[config.mk]
export PLATFORM = sky130hd
export DESIGN_NAME = pipe_ctrl_fsm
export DESIGN_NICKNAME = d
export VERILOG_FILES = /design/src/rtl/y86_pkg.sv /design/src/rtl/pipe_hazard_detect.sv /design/src/rtl/pipe_ctrl_fsm.sv
export SDC_FILE = /design/constraint.sdc
export NUM_CORES = 1
export LEC_CHECK = 0
export ABC_AREA = 1
export BUFFER_PORTS_ARGS = -buffer_cell sky130_fd_sc_hd__buf_4
export CORE_AREA = 3 3 40 42
export CTS_BUF_LIST = sky130_fd_sc_hd__clkbuf_2
export CTS_CLUSTER_SIZE = 8
export DETAILED_ROUTE_END_ITERATION = 7
export DIE_AREA = 0 0 43 45
export PLACE_DENSITY = 0.76
export SLEW_MARGIN = 20
export SYNTH_ARGS = -nofsm -noshare
export SYNTH_HDL_FRONTEND = slang
export SYNTH_SLANG_ARGS = --single-unit
export TNS_END_PERCENT = 10
[constraint.sdc]
create_clock -name clk -period 2.41 [get_ports clk]
set_input_delay 0.482 -clock clk [delete_from_list [all_inputs] [get_ports clk]]
set_output_delay 0.482 -clock clk [all_outputs]
set_load 0.1 [all_outputs]
[src/rtl/y86_pkg.sv]
// Shared Y86-64 encodings (icodes, register/status codes) and the pipeline control FSM states.
package y86_pkg;

  localparam logic [3:0] I_HALT   = 4'h0;
  localparam logic [3:0] I_NOP    = 4'h1;
  localparam logic [3:0] I_RRMOVQ = 4'h2;
  localparam logic [3:0] I_IRMOVQ = 4'h3;
  localparam logic [3:0] I_RMMOVQ = 4'h4;
  localparam logic [3:0] I_MRMOVQ = 4'h5;
  localparam logic [3:0] I_OPQ    = 4'h6;
  localparam logic [3:0] I_JXX    = 4'h7;
  localparam logic [3:0] I_CALL   = 4'h8;
  localparam logic [3:0] I_RET    = 4'h9;
  localparam logic [3:0] I_PUSHQ  = 4'hA;
  localparam logic [3:0] I_POPQ   = 4'hB;

  localparam logic [3:0] RNONE    = 4'hF;

  localparam logic [1:0] STAT_AOK = 2'd0;
  localparam logic [1:0] STAT_HLT = 2'd1;
  localparam logic [1:0] STAT_ADR = 2'd2;
  localparam logic [1:0] STAT_INS = 2'd3;

  typedef enum logic [1:0] {
    ST_RUN     = 2'd0,
    ST_MEMWAIT = 2'd1,
    ST_HALTED  = 2'd2
  } state_e;

endpackage

[src/rtl/pipe_hazard_detect.sv]
// Combinational hazard classification: load/use, mispredicted branch, ret in flight,
// and whether the instruction in M touches data memory. Zero latency, no state.
module pipe_hazard_detect
  import y86_pkg::*;
#(
  parameter int ICODE_W = 4,
  parameter int REG_W   = 4
) (
  input  logic [ICODE_W-1:0] D_icode,
  input  logic [REG_W-1:0]   d_srcA,
  input  logic [REG_W-1:0]   d_srcB,
  input  logic [ICODE_W-1:0] E_icode,
  input  logic [REG_W-1:0]   E_dstM,
  input  logic               e_Cnd,
  input  logic [ICODE_W-1:0] M_icode,
  output logic               lu_o,
  output logic               mp_o,
  output logic               ret_o,
  output logic               m_memop_o
);

  logic e_is_load;

  assign e_is_load = (E_icode == I_MRMOVQ) || (E_icode == I_POPQ);
  assign lu_o      = e_is_load && (E_dstM != RNONE) &&
                     ((E_dstM == d_srcA) || (E_dstM == d_srcB));
  assign mp_o      = (E_icode == I_JXX) && !e_Cnd;
  assign ret_o     = (D_icode == I_RET) || (E_icode == I_RET) || (M_icode == I_RET);

  assign m_memop_o = (M_icode == I_MRMOVQ) || (M_icode == I_RMMOVQ) ||
                     (M_icode == I_PUSHQ)  || (M_icode == I_POPQ)   ||
                     (M_icode == I_CALL)   || (M_icode == I_RET);

endmodule

[src/rtl/pipe_ctrl_fsm.sv]
// Y86-64 pipeline control: stall/bubble/set_cc per stage, data-memory wait state, sticky halt.
// Outputs are combinational from state and inputs; PIPE_PERF_CNT_EN adds saturating perf counters.
module pipe_ctrl_fsm
  import y86_pkg::*;
#(
  parameter int ICODE_W = 4,
  parameter int REG_W   = 4,
  parameter int STAT_W  = 2,
  parameter int MEM_LAT = 1
`ifdef PIPE_PERF_CNT_EN
  , parameter int CNT_W = 32
`endif
) (
  input  logic               clk,
  input  logic               rst_n,
  input  logic [ICODE_W-1:0] D_icode,
  input  logic [REG_W-1:0]   d_srcA,
  input  logic [REG_W-1:0]   d_srcB,
  input  logic [ICODE_W-1:0] E_icode,
  input  logic [REG_W-1:0]   E_dstM,
  input  logic               e_Cnd,
  input  logic [ICODE_W-1:0] M_icode,
  input  logic [STAT_W-1:0]  m_stat,
  input  logic [STAT_W-1:0]  W_stat,
  output logic               set_cc,
  output logic               F_stall,
  output logic               D_stall,
  output logic               E_stall,
  output logic               M_stall,
  output logic               W_stall,
  output logic               D_bubble,
  output logic               E_bubble,
  output logic               M_bubble,
  output logic               W_bubble,
  output logic               halted
`ifdef PIPE_PERF_CNT_EN
  , output logic [CNT_W-1:0] cyc_cnt
  , output logic [CNT_W-1:0] stall_cnt
  , output logic [CNT_W-1:0] bubble_cnt
`endif
);

  // Counter only needs to hold MEM_LAT-2; the entry cycle itself is the first stall.
  localparam int WCNT_W = (MEM_LAT > 2) ? $clog2(MEM_LAT - 1) : 1;
  localparam logic [WCNT_W-1:0] WAIT_INIT = WCNT_W'((MEM_LAT > 1) ? MEM_LAT - 2 : 0);

  state_e            state_q, state_d;
  logic [WCNT_W-1:0] wait_cnt_q, wait_cnt_d;

  logic lu, mp, ret, m_memop;
  logic w_exc, m_exc, mem_start, wait_busy, mem_stall;

  pipe_hazard_detect #(
    .ICODE_W (ICODE_W),
    .REG_W   (REG_W)
  ) u_hazard (
    .D_icode   (D_icode),
    .d_srcA    (d_srcA),
    .d_srcB    (d_srcB),
    .E_icode   (E_icode),
    .E_dstM    (E_dstM),
    .e_Cnd     (e_Cnd),
    .M_icode   (M_icode),
    .lu_o      (lu),
    .mp_o      (mp),
    .ret_o     (ret),
    .m_memop_o (m_memop)
  );

  assign w_exc     = (W_stat != STAT_AOK);
  assign m_exc     = (m_stat != STAT_AOK);
  assign mem_start = (MEM_LAT > 1) && (state_q == ST_RUN) && m_memop;
  assign wait_busy = (state_q == ST_MEMWAIT) && (wait_cnt_q != '0);
  assign mem_stall = !w_exc && !m_exc && (mem_start || wait_busy);

  always_ff @(posedge clk or negedge rst_n) begin
    if (!rst_n) begin
      state_q    <= ST_RUN;
      wait_cnt_q <= '0;
    end else begin
      state_q    <= state_d;
      wait_cnt_q <= wait_cnt_d;
    end
  end

  always_comb begin
    state_d    = state_q;
    wait_cnt_d = wait_cnt_q;
    if (state_q != ST_HALTED) begin
      if (w_exc) begin
        state_d    = ST_HALTED;
        wait_cnt_d = '0;
      end else if (m_exc) begin
        // A faulting access abandons any pending wait.
        state_d    = ST_RUN;
        wait_cnt_d = '0;
      end else if (mem_start) begin
        state_d    = ST_MEMWAIT;
        wait_cnt_d = WAIT_INIT;
      end else if (wait_busy) begin
        state_d    = ST_MEMWAIT;
        wait_cnt_d = wait_cnt_q - WCNT_W'(1);
      end else begin
        state_d    = ST_RUN;
      end
    end
  end

  always_comb begin
    set_cc   = 1'b0;
    F_stall  = 1'b0;
    D_stall  = 1'b0;
    E_stall  = 1'b0;
    M_stall  = 1'b0;
    W_stall  = 1'b0;
    D_bubble = 1'b0;
    E_bubble = 1'b0;
    M_bubble = 1'b0;
    W_bubble = 1'b0;
    halted   = 1'b0;
    if (!rst_n) begin
      halted = 1'b0;
    end else if (state_q == ST_HALTED) begin
      F_stall = 1'b1;
      D_stall = 1'b1;
      E_stall = 1'b1;
      M_stall = 1'b1;
      W_stall = 1'b1;
      halted  = 1'b1;
    end else if (mem_stall) begin
      F_stall  = 1'b1;
      D_stall  = 1'b1;
      E_stall  = 1'b1;
      M_stall  = 1'b1;
      W_bubble = 1'b1;
    end else begin
      F_stall  = lu | ret;
      D_stall  = lu;
      D_bubble = mp | (ret & ~lu);
      E_bubble = mp | lu;
      if (w_exc) begin
        W_stall  = 1'b1;
        M_bubble = 1'b1;
      end else if (m_exc) begin
        M_bubble = 1'b1;
      end else begin
        set_cc = (E_icode == I_OPQ);
      end
    end
  end

`ifdef PIPE_PERF_CNT_EN
  always_ff @(posedge clk or negedge rst_n) begin
    if (!rst_n) begin
      cyc_cnt    <= '0;
      stall_cnt  <= '0;
      bubble_cnt <= '0;
    end else begin
      if ((state_q != ST_HALTED) && (cyc_cnt != '1))
        cyc_cnt <= cyc_cnt + CNT_W'(1);
      if (F_stall && (stall_cnt != '1))
        stall_cnt <= stall_cnt + CNT_W'(1);
      if ((D_bubble || E_bubble) && (bubble_cnt != '1))
        bubble_cnt <= bubble_cnt + CNT_W'(1);
    end
  end
`endif

endmodule
==> results.md, run 1 <==
- Reg-to-reg setup timing slack: 1.43 ns
- Critical path type: input port to output pin
- Top cell type's share of synthesized area: 0.244
- GRT Overall Usage: 0.153
- Fin nets: 170
- Share of cells above drive strength 1: 0.457
- Critical path peak fanout: 3
- Syn_nets: approximately 130
- CTS Sinks: 3
- Worst slew pin tran: 0.286 ns
- Power per cell area: 303 mW/mm²
- Commonest cells after routing, fill and taps aside: buf_4 (41), nand2_1 (33), inv_1 (13), nor2_1 (9), inv_2 (5)
- Worst Reg-to-Reg Cells: 3
- Global-route wire length before repair: 2.37 mm
- Vias: 718
- Post-CTS sizing: 0
- FILL cells: between 100 and 150
- Initial antenna violation count: 0
- Hold buffers post-CTS: 0
- Crit end category: output pin
- Pins over their slew limit: 0
- Reg2reg end: wait_cnt_q$_DFFE_PN0P_
- CP required: 1.93 ns
- Core ar.: 0.00128 mm²
- Synth area leader: nand2_1
- Post-layout minimum cycle time: 2.03 ns
- CTS tree: built
- Worst Path Arrival: approximately 1.6 ns
- Met1 usage: 0.188
- Initial DRC Count: 6
- Max H-tree Level: 1
- CP Cell Sequence: buf_4 -> nor2_2 -> nand2_2 -> clkinv_1 -> nand2_1 -> nor4_2 -> buf_4
- RSZ-0062 raised after global routing: false
- FF+latch area: 75.1 µm²
- Gr busiest metal: met2
- Setup TNS: 0 ns
- I/O pins: 42
- GPL Wtd Cong: 0.728
- Fin crit share: 0.842
- Die ar.: approximately 0.0019 mm²
- Die X: 43 µm
- FP Rows: 13
- Clock Latency Late Sink: 0.20 ns
- Worst path slowest cell: buf_4
- Root buf cell: clkbuf_2
- P&R area growth vs syn: 67.7%
- Crit path capture: set_cc
- Post-Synthesis Cells: 94
- Max Cap Viol: 0
- # setup viols final: 0
- Most common cell after layout, fill and taps aside: buf_4
- GRT met2 Usage: 0.266
- Max-slew headroom: 0.811
- DRC: 0
- Initial Utilization: 0.395
- Maximum VDD drop: 133 µV
- DP Wirelength: 1.25 mm
- Synthesis-stage register bit count: 3
- Synth Warn #: 0
- Clk_skew: 0.00337 ns
- Synth unique cells: 20
- Sequential fraction of the synthesis area: 0.148
- CTS max path bufs: 2
- Final ANT Viol Nets: 0
- WL/cell: between 9 and 10 µm
- Multi-input logic area: approximately 360 µm²
- Critical Path Most Common Cell: buf_4
- Pin count of the biggest net entering global routing: 9
- Syn_area_per_cell: 5.40 µm²
- Number of global-route vias before repair: 631
- Biggest cell delay along the critical path: 0.33 ns
- Hold Crit Class: input port to async pin
- Critical Path Source: W_stat[1]
- Met3 usage: 0.0199
- Top cells by area, synth: nand2_1 (24%), dfrtp_1 (15%), inv_1 (9.6%)
- Final hold vios: 0
- Total CTS buffers: 3
- DRT Pass-1 Iters: 4
- CTS clk-pin slew, worst paths: roughly 0.04 ns
- Hold slack: 0.0852 ns
- Worst r2r src: state_q[0]$_DFFE_PN0N_
- IO buf count: 41
- Final wirelength: 1.42 mm
- Antenna cells: 0
- Global route overflow: 0
- Fmax: between 400 and 500 MHz
- Setup Buffers After CTS: 0
- Startpoint types: input port
- Die Y: 45 µm
- Status: completed
- Post-synth design cell area: 508 µm²
- Drt via density: ~4.7
- Leak: 0.493 nW
cells by family (layout without fill, tap and decap cells):
logic type | after synthesis | count (layout) | synth area share
compound gates | 6 | 6 | 0.0788
flops | 3 | 3 | 0.148
buf+inv | 20 | 64 | 0.155
simple gates | 65 | 65 | 0.618
critical path: cells and delay by family:
kind,cells,cell delay (ns)
AND/OR/NAND/NOR,4,0.54
buffers and inverters,3,0.51
worst min path at each step:
stage	start	to	slack, ns	depth (start not counted)
final	rst_n	state_q[0]$_DFFE_PN0N_	0.09	1
after global placement	rst_n	state_q[1]$_DFFE_PN0N_	0.29	1
after floorplan	rst_n	state_q[0]$_DFFE_PN0N_	0.19	0
after global routing	rst_n	state_q[0]$_DFFE_PN0N_	0.07	1
after CTS	rst_n	state_q[0]$_DFFE_PN0N_	0.08	1
after detailed placement	rst_n	state_q[1]$_DFFE_PN0N_	0.30	1
routing by layer:
metal,routed length [µm],part of all wire
met5,0,0
met2,670,0.47
met4,47,0.033
met1,605,0.43
met3,98,0.069
where the power goes:
group	internal [mW]	switching (mW)	total, mW
registers	0.0506	0	0.0506
logic	0.0540	0.0852	0.139
clock network	0.0438	0.0248	0.0686
cell usage after synthesis:
library cell and instances:
nand4_1 3, a21oi_1 2, nor2_2 3, a21oi_2 2, nand2_1 33, nand3_1 4, nand3b_1 2, a21boi_0 1
nor4_2 1, inv_1 13, nor2_4 2, nor3_1 4, o21ai_1 1, dfrtp_1 3, nand3_2 1, nor2_1 9
inv_2 5, clkinv_1 1, nand2_2 3, buf_4 1
cell type report:
class                      instances  area share
clock buffer                       4      0.0235
inverter                          19      0.0837
multi-input combinational         71       0.421
sequential                         3      0.0881
tap                               15      0.0220
timing repair buffer              41       0.361
state kept, by name, indices dropped and copies added, names as in the netlist:
signal      cells
state_q         2
wait_cnt_q      1
per-stage QoR:
step / util / power (mW) / instance area, µm² / setup slack, ns / cells
global route: 0.663 / 0.278 / 852 / 0.311 / 153
global placement: 0.648 / 0.188 / 832 / 0.422 / 149
detailed placement: 0.648 / 0.191 / 832 / 0.390 / 149
CTS: 0.663 / 0.260 / 852 / 0.389 / 153
finish: 0.663 / 0.258 / 852 / 0.380 / 153
floorplan: - / 0.132 / 513 / -0.808 / 94
No activity file was read; power rests on OpenSTA's default activity.
==> run 2, diff against run 1 <==
--- a/config.mk
+++ b/config.mk
@@ -7,12 +7,12 @@
 export LEC_CHECK = 0
 export ABC_AREA = 1
 export BUFFER_PORTS_ARGS = -buffer_cell sky130_fd_sc_hd__buf_4
-export CORE_AREA = 3 3 40 42
+export CORE_MARGIN = 3
+export CORE_UTILIZATION = 35
 export CTS_BUF_LIST = sky130_fd_sc_hd__clkbuf_2
 export CTS_CLUSTER_SIZE = 8
 export DETAILED_ROUTE_END_ITERATION = 7
-export DIE_AREA = 0 0 43 45
-export PLACE_DENSITY = 0.76
+export PLACE_DENSITY = 0.74
 export SLEW_MARGIN = 20
 export SYNTH_ARGS = -nofsm -noshare
 export SYNTH_HDL_FRONTEND = slang
==> constraint.sdc (replaced) <==
create_clock -name clk -period 1.8 [get_ports clk]
set_input_delay 0.36 -clock clk [delete_from_list [all_inputs] [get_ports clk]]
set_output_delay 0.36 -clock clk [all_outputs]
set_load 0.1 [all_outputs]
==> run 2 against run 1 <==
  * The flow now finishes with violations (setup timing)
  * Worst hold slack improved by 0.39 ns
  * Count of clock-buffer cells in the layout did not move
  * Global-route usage rose by 2.5 points
  * Clock skew fell by 0.0012 ns
  * Critical endpoint is now D_bubble
  * Largest power group unchanged
==> results.md, run 2 (same netlist as run 1, synthesis figures left out) <==
- Largest reg by FF count: state_q
- Final wirelength: 1.67 mm (+17%)
- Core ar.: 0.00133 mm² (+3.8%)
- FF+latch area: 76.3 µm² (+1.7%)
- Hold_sp: W_stat[0]
- WL/cell: 10.5 µm (+13%)
- Multi-input logic area: 422 µm² (+17%)
- Total CTS buffers: 3 (unchanged)
- GPL Wtd Cong: 0.674 (-7.4%)
- Hold slack: 0.477 ns (+0.391 ns)
- Max Cap Viol: 0 (unchanged)
- Pins over their slew limit: 0 (unchanged)
- Most common cell after layout, fill and taps aside: buf_4
- Post-layout minimum cycle time: approximately 1.8 ns
- Worst Path Arrival: 1.44 ns (-0.11 ns)
- IO buf count: 41 (unchanged)
- Final setup margin: -0.00122 ns (-0.381 ns)
- Die Y: 44.1 µm (-2.0%)
- CP required: 1.44 ns (-0.49 ns)
- FP Rows: 13 (unchanged)
- Fmax: roughly 560 MHz
- FILL cells: 113 (-10%)
- Core Util, Final: 0.760 (+0.0968)
- Fin crit share: 1.00
- Startpoint types: flop
- Antenna cells: 0 (unchanged)
- Critical path peak fanout: 3 (unchanged)
- Max-slew headroom: 0.803 (-0.00754)
- Commonest cells after routing, fill and taps aside: buf_4 (39), nand2_1 (32), inv_1 (11), inv_2 (7), nor2_1 (7)
- Worst r2r src: state_q[0]$_DFFE_PN0N_
- Fin nets: 175 (+2.9%)
- DP Wirelength: 1.31 mm (+4.2%)
- Share of cells above drive strength 1: 0.538 (+0.0819)
- GRT Overall Usage: 0.178 (+0.0251)
- WHS Path Cells: 4
- Power per cell area: 370 mW/mm² (+22%)
- Final hold vios: 0 (unchanged)
- Maximum VDD drop: 321 µV (+140%)
- Hold Crit Class: input port to flop
- Reg2reg end: wait_cnt_q$_DFFE_PN0P_
- # setup viols final: 1 (+1)
- Die ar.: 0.00194 mm² (+0.48%)
- Post-route insts no fill: 158 (+3.3%)
- Biggest registers after layout: state_q: 2 flops, wait_cnt_q: 1 flops
- CTS Sinks: 3 (unchanged)
- Reg-to-reg setup timing slack: 0.85 ns (-0.58 ns)
- Status: finished with violations
- Total Power: 0.375 mW (+45%)
- CTS max path bufs: 2 (unchanged)
- Initial antenna violation count: 0 (unchanged)
- Global route overflow: 0 (unchanged)
- Initial Utilization: 0.381 (-0.0145)
- Worst slew pin tran: 0.295 ns (+0.00864 ns)
- Vias: 727 (+1.3%)
- Violated checks: setup timing
- Number of global-route vias before repair: 629 (-0.32%)
- Final ANT Viol Nets: 0 (unchanged)
- P&R area growth vs syn: 99.5%
- CTS tree: built
- Max reg flops: 2 (unchanged)
- Hold endpoint: state_q[1]$_DFFE_PN0N_
- DRC: 0 (unchanged)
- I/O pins: 42 (unchanged)
- Placed Instances: 151 (+1.3%)
- Worst Reg-to-Reg Cells: 3 (unchanged)
- Initial DRC Count: 14 (+8)
- Critical path type: flop to output pin
- Global-route wire length before repair: 2.61 mm (+10%)
- Leak: 0.539 nW (+9.3%)
- Max H-tree Level: 1 (unchanged)
- Pin count of the biggest net entering global routing: 7 (-2)
- Drt via density: 4.60 (-2.0%)
- Clk_skew: 0.00215 ns (-0.00121 ns)
- RSZ-0062 raised after global routing: true
- CTS clk-pin slew, worst paths: 0.05 ns (about the same)
- DRT Pass-1 Iters: 4 (unchanged)
- Root buf cell: clkbuf_2
- Clock Latency Late Sink: 0.22 ns (+0.02 ns)
- Crit end category: output pin
- Die X: 44.1 µm (+2.5%)
run 2: cell types whose count changed in the layout (fill, tap and decap cells not counted), sizes merged:
| cell | before | now |
|---|---|---|
| buf | 41 | 45 |
| dlygate4sd3 | 0 | 1 |
run 2: power breakdown:
group | internal, mW | switching [mW] | leakage (nW)
Combinational | 0.0856 | 0.122 | 0.487
Clock | 0.0586 | 0.0404 | 0.0166
Sequential | 0.0677 | 0 | 0.0350
Total | 0.212 | 0.163 | 0.539
run 2: metrics by stage:
step	setup TNS (ns)	area (µm²)	worst slack, ns
after global placement	0	877	0.0467
after CTS	-0.161	942	-0.0572
after floorplan	-3.11	543	-0.638
after global routing	-0.268	1010	-0.0703
final	-0.00122	1010	-0.00122
after detailed placement	0	877	0.0163
run 2: how the worst max path moves through the flow:
| stage | depth (start not counted) | to | slack [ns] | startpoint |
|---|---|---|---|---|
| 4_1_cts | 6 | D_bubble | -0.06 | state_q[0]$_DFFE_PN0N_ |
| 2_1_floorplan | 6 | F_stall | -0.64 | W_stat[1] |
| 3_3_place_gp | 7 | set_cc | 0.05 | m_stat[1] |
| 6_report | 6 | D_bubble | -0.001 | state_q[0]$_DFFE_PN0N_ |
| 3_5_place_dp | 8 | F_stall | 0.02 | m_stat[1] |
| 5_1_grt | 6 | D_bubble | -0.07 | state_q[0]$_DFFE_PN0N_ |
run 2: area by class of cell:
class                      count  area share
multi-input combinational     71       0.416
timing repair buffer          46       0.400
sequential                     3      0.0753
inverter                      19      0.0704
clock buffer                   4      0.0198
tap                           15      0.0185
run 2: worst max-delay path: stages (launching register included):
cell,delay (ns)
dfrtp_2,0.44
nand3_4,0.11
nor2_4,0.05
nor2_4,0.15
nand2_2,0.10
a21oi_2,0.17
buf_12,0.19
run 2: layer usage:
layer	vias to the layer above	global-route usage	wire (µm)
li1	388	-	-
met1	305	0.216	660
met2	30	0.302	842
met3	4	0.0772	147
met4	0	0.0181	16
met5	-	0	0
run 2: timing repair:
item	4_1_cts	5_1_grt
setup endpoints to repair	5	9
hold buffers	1	0
pin swaps	1	3
hold endpoints to repair	3	0
setup buffers	0	2
gates resized for setup	9	15
==> run 3, diff against run 2 <==
--- a/config.mk
+++ b/config.mk
@@ -8,13 +8,15 @@
 export ABC_AREA = 1
 export BUFFER_PORTS_ARGS = -buffer_cell sky130_fd_sc_hd__buf_4
 export CORE_MARGIN = 3
-export CORE_UTILIZATION = 35
+export CORE_UTILIZATION = 36
 export CTS_BUF_LIST = sky130_fd_sc_hd__clkbuf_2
 export CTS_CLUSTER_SIZE = 8
 export DETAILED_ROUTE_END_ITERATION = 7
 export PLACE_DENSITY = 0.74
+export RECOVER_POWER = 100
 export SLEW_MARGIN = 20
 export SYNTH_ARGS = -nofsm -noshare
 export SYNTH_HDL_FRONTEND = slang
+export SYNTH_HIERARCHICAL = 1
 export SYNTH_SLANG_ARGS = --single-unit
 export TNS_END_PERCENT = 10
==> run 3 against run 2 <==
  * The flow still finishes with violations (setup timing)
  * Register-to-register slack lost 0.15 ns
  * Via count grew 8.5%
  * First-iteration DRC count shrank 50%
  * Global-route usage grew 1.0 points
  * Clock power shrank 4.4%
  * Clock skew shrank 0.0019 ns
  * Fmax shrank 1.6%
  * Critical path type unchanged
  * Highest routed layer unchanged
==> results.md, run 3 <==
- Initial Utilization: 0.391 (+0.0103)
- Root buf cell: clkbuf_2
- Die X: 44.1 µm (about the same)
- WHS Path Cells: 4 (unchanged)
- Pre-CTS WS: -0.159 ns (-0.175 ns)
- Final setup margin: -0.0313 ns (-0.0301 ns)
- Biggest registers after layout: state_q: 2 flops, wait_cnt_q: 1 flops
- Leak: 0.632 nW (+17%)
- Antenna cells: 0 (unchanged)
- Critical path type: flop to output pin
- Largest reg by FF count: state_q
- Drt via density: 4.59 (-0.31%)
- Crit path capture: M_stall
- Pin count of the biggest net entering global routing: 7 (unchanged)
- FP Rows: 13 (unchanged)
- Fin crit share: 1.02 (+0.0167)
- Max Cap Viol: 0 (unchanged)
- Syn_nets: 133 (+6.4%)
- Worst slew pin tran: 0.358 ns (+0.0626 ns)
- Initial antenna violation count: 0 (unchanged)
- GRT Overall Usage: 0.189 (+0.0104)
- Initial DRC Count: 7 (-7)
- CTS max path bufs: 2 (unchanged)
- Global route overflow: 0 (unchanged)
- Reg2reg end: state_q[0]$_DFFE_PN0N_
- P&R area growth vs syn: 117%
- Critical Path Source: wait_cnt_q$_DFFE_PN0P_
- GPL Wtd Cong: 0.716 (+6.2%)
- Post-layout minimum cycle time: 1.83 ns (+0.0301 ns)
- Die Y: 44.1 µm (about the same)
- Clk_skew: 0.000233 ns (-0.00192 ns)
- DP Wirelength: 1.43 mm (+9.7%)
- Setup Buffers After CTS: 0 (unchanged)
- Total Power: 0.389 mW (+3.8%)
- DRT Pass-1 Iters: 3 (-1)
- Syn_area_per_cell: 5.12 µm² (-5.3%)
- Clock Latency Late Sink: 0.20 ns (-0.02 ns)
- Core ar.: 0.00133 mm² (unchanged)
- FILL cells: 81 (-28%)
- Post-Synthesis Cells: 102 (+8.5%)
- Reg-to-reg setup timing slack: 0.70 ns (-0.15 ns)
- RSZ-0062 raised after global routing: true
- I/O pins: 42 (unchanged)
- Commonest cells after routing, fill and taps aside: buf_4 (41), nand2_1 (30), inv_1 (18), nor2_1 (9), inv_2 (7)
- CTS clk-pin slew, worst paths: 0.04 ns (about the same)
- Final hold vios: 0 (unchanged)
- IO buf count: 41 (unchanged)
- Die ar.: 0.00194 mm² (-0.11%)
- # setup viols final: 2 (+1)
- Final wirelength: 1.84 mm (+10%)
- Max reg flops: 2 (unchanged)
- Critical path peak fanout: 6 (+3)
- Max-slew headroom: 0.761 (-0.0424)
- Core Util, Final: 0.850 (+0.0901)
- Fmax: 546 MHz (-1.6%)
- DRC: 0 (unchanged)
- Worst Path Arrival: 1.47 ns (+0.03 ns)
- Hold_sp: W_stat[0]
- Post-synth design cell area: 522 µm² (+2.7%)
- Final ANT Viol Nets: 0 (unchanged)
- Share of cells above drive strength 1: 0.561 (+0.0220)
- CTS tree: built
- Violated checks: setup timing
- Synth Warn #: 6 (+6)
- Pins over their slew limit: 0 (unchanged)
- Most common cell after layout, fill and taps aside: buf_4
- Crit end category: output pin
- Maximum VDD drop: 212 µV (-34%)
- Total CTS buffers: 3 (unchanged)
- WL/cell: 10.7 µm (+1.5%)
- CP required: 1.44 ns (about the same)
- Setup TNS: -0.0615 ns (-0.0603 ns)
- Power per cell area: 343 mW/mm² (-7.2%)
- Worst Reg-to-Reg Cells: 5 (+2)
- Status: finished with violations
- CTS Sinks: 3 (unchanged)
- Hold Crit Class: input port to flop
- Startpoint types: flop
- Vias: 789 (+8.5%)
- Global-route wire length before repair: 2.82 mm (+8.2%)
- Fin nets: 189 (+8.0%)
- Number of global-route vias before repair: 768 (+22%)
- Max H-tree Level: 1 (unchanged)
- Worst r2r src: wait_cnt_q$_DFFE_PN0P_
run 3: through the flow:
stage,area (µm²),hold WS [ns],cells
final,1130,0.519,172
after global routing,1130,0.537,172
after CTS,1060,0.505,172
after detailed placement,957,0.172,167
after global placement,957,0.172,167
after floorplan,579,0.0644,102
run 3: layout make-up:
cell class              count  area [µm²]  share of cell area
inverters                  26         100              0.0883
well taps                  15        18.8              0.0166
repair buffers             53         498               0.439
clock buffers               4        20.0              0.0177
multi-input cells          71         422               0.372
flip-flops and latches      3        75.1              0.0662
run 3: metal layers:
layer	part of all wire	up-vias	track usage
met4	0.0076	0	0.0542
li1	-	416	-
met3	0.054	2	0.0285
met2	0.56	28	0.358
met5	0	-	0
met1	0.37	343	0.214
run 3: critical path, cell delays in order, from the launching register on:
cell and delay [ns]:
dfrtp_1 0.34, nand2_1 0.07, nor2_1 0.23, nand3_4 0.19
a21oi_4 0.23, buf_12 0.20
run 3: power breakdown:
group          total [mW]  switching, mW  internal (mW)  leakage, nW
Clock              0.0946         0.0360         0.0586       0.0166
Sequential         0.0677              0         0.0677       0.0367
Combinational       0.226          0.124          0.102        0.578
Total               0.389          0.160          0.228        0.632
run 3: how the worst min path moves through the flow:
stage	end	slack [ns]
finish	state_q[1]$_DFFE_PN0N_	0.52
global route	state_q[1]$_DFFE_PN0N_	0.54
CTS	state_q[1]$_DFFE_PN0N_	0.50
detailed placement	state_q[0]$_DFFE_PN0N_	0.17
global placement	state_q[1]$_DFFE_PN0N_	0.17
floorplan	state_q[0]$_DFFE_PN0N_	0.06
run 3: what timing repair did:
item | 4_1_cts | 5_1_grt
resized for setup | 22 | 22
hold buffers | 1 | 0
endpoints found under the setup margin | 10 | 7
hold endpoints to repair | 3 | 0
pin swaps | 2 | 14
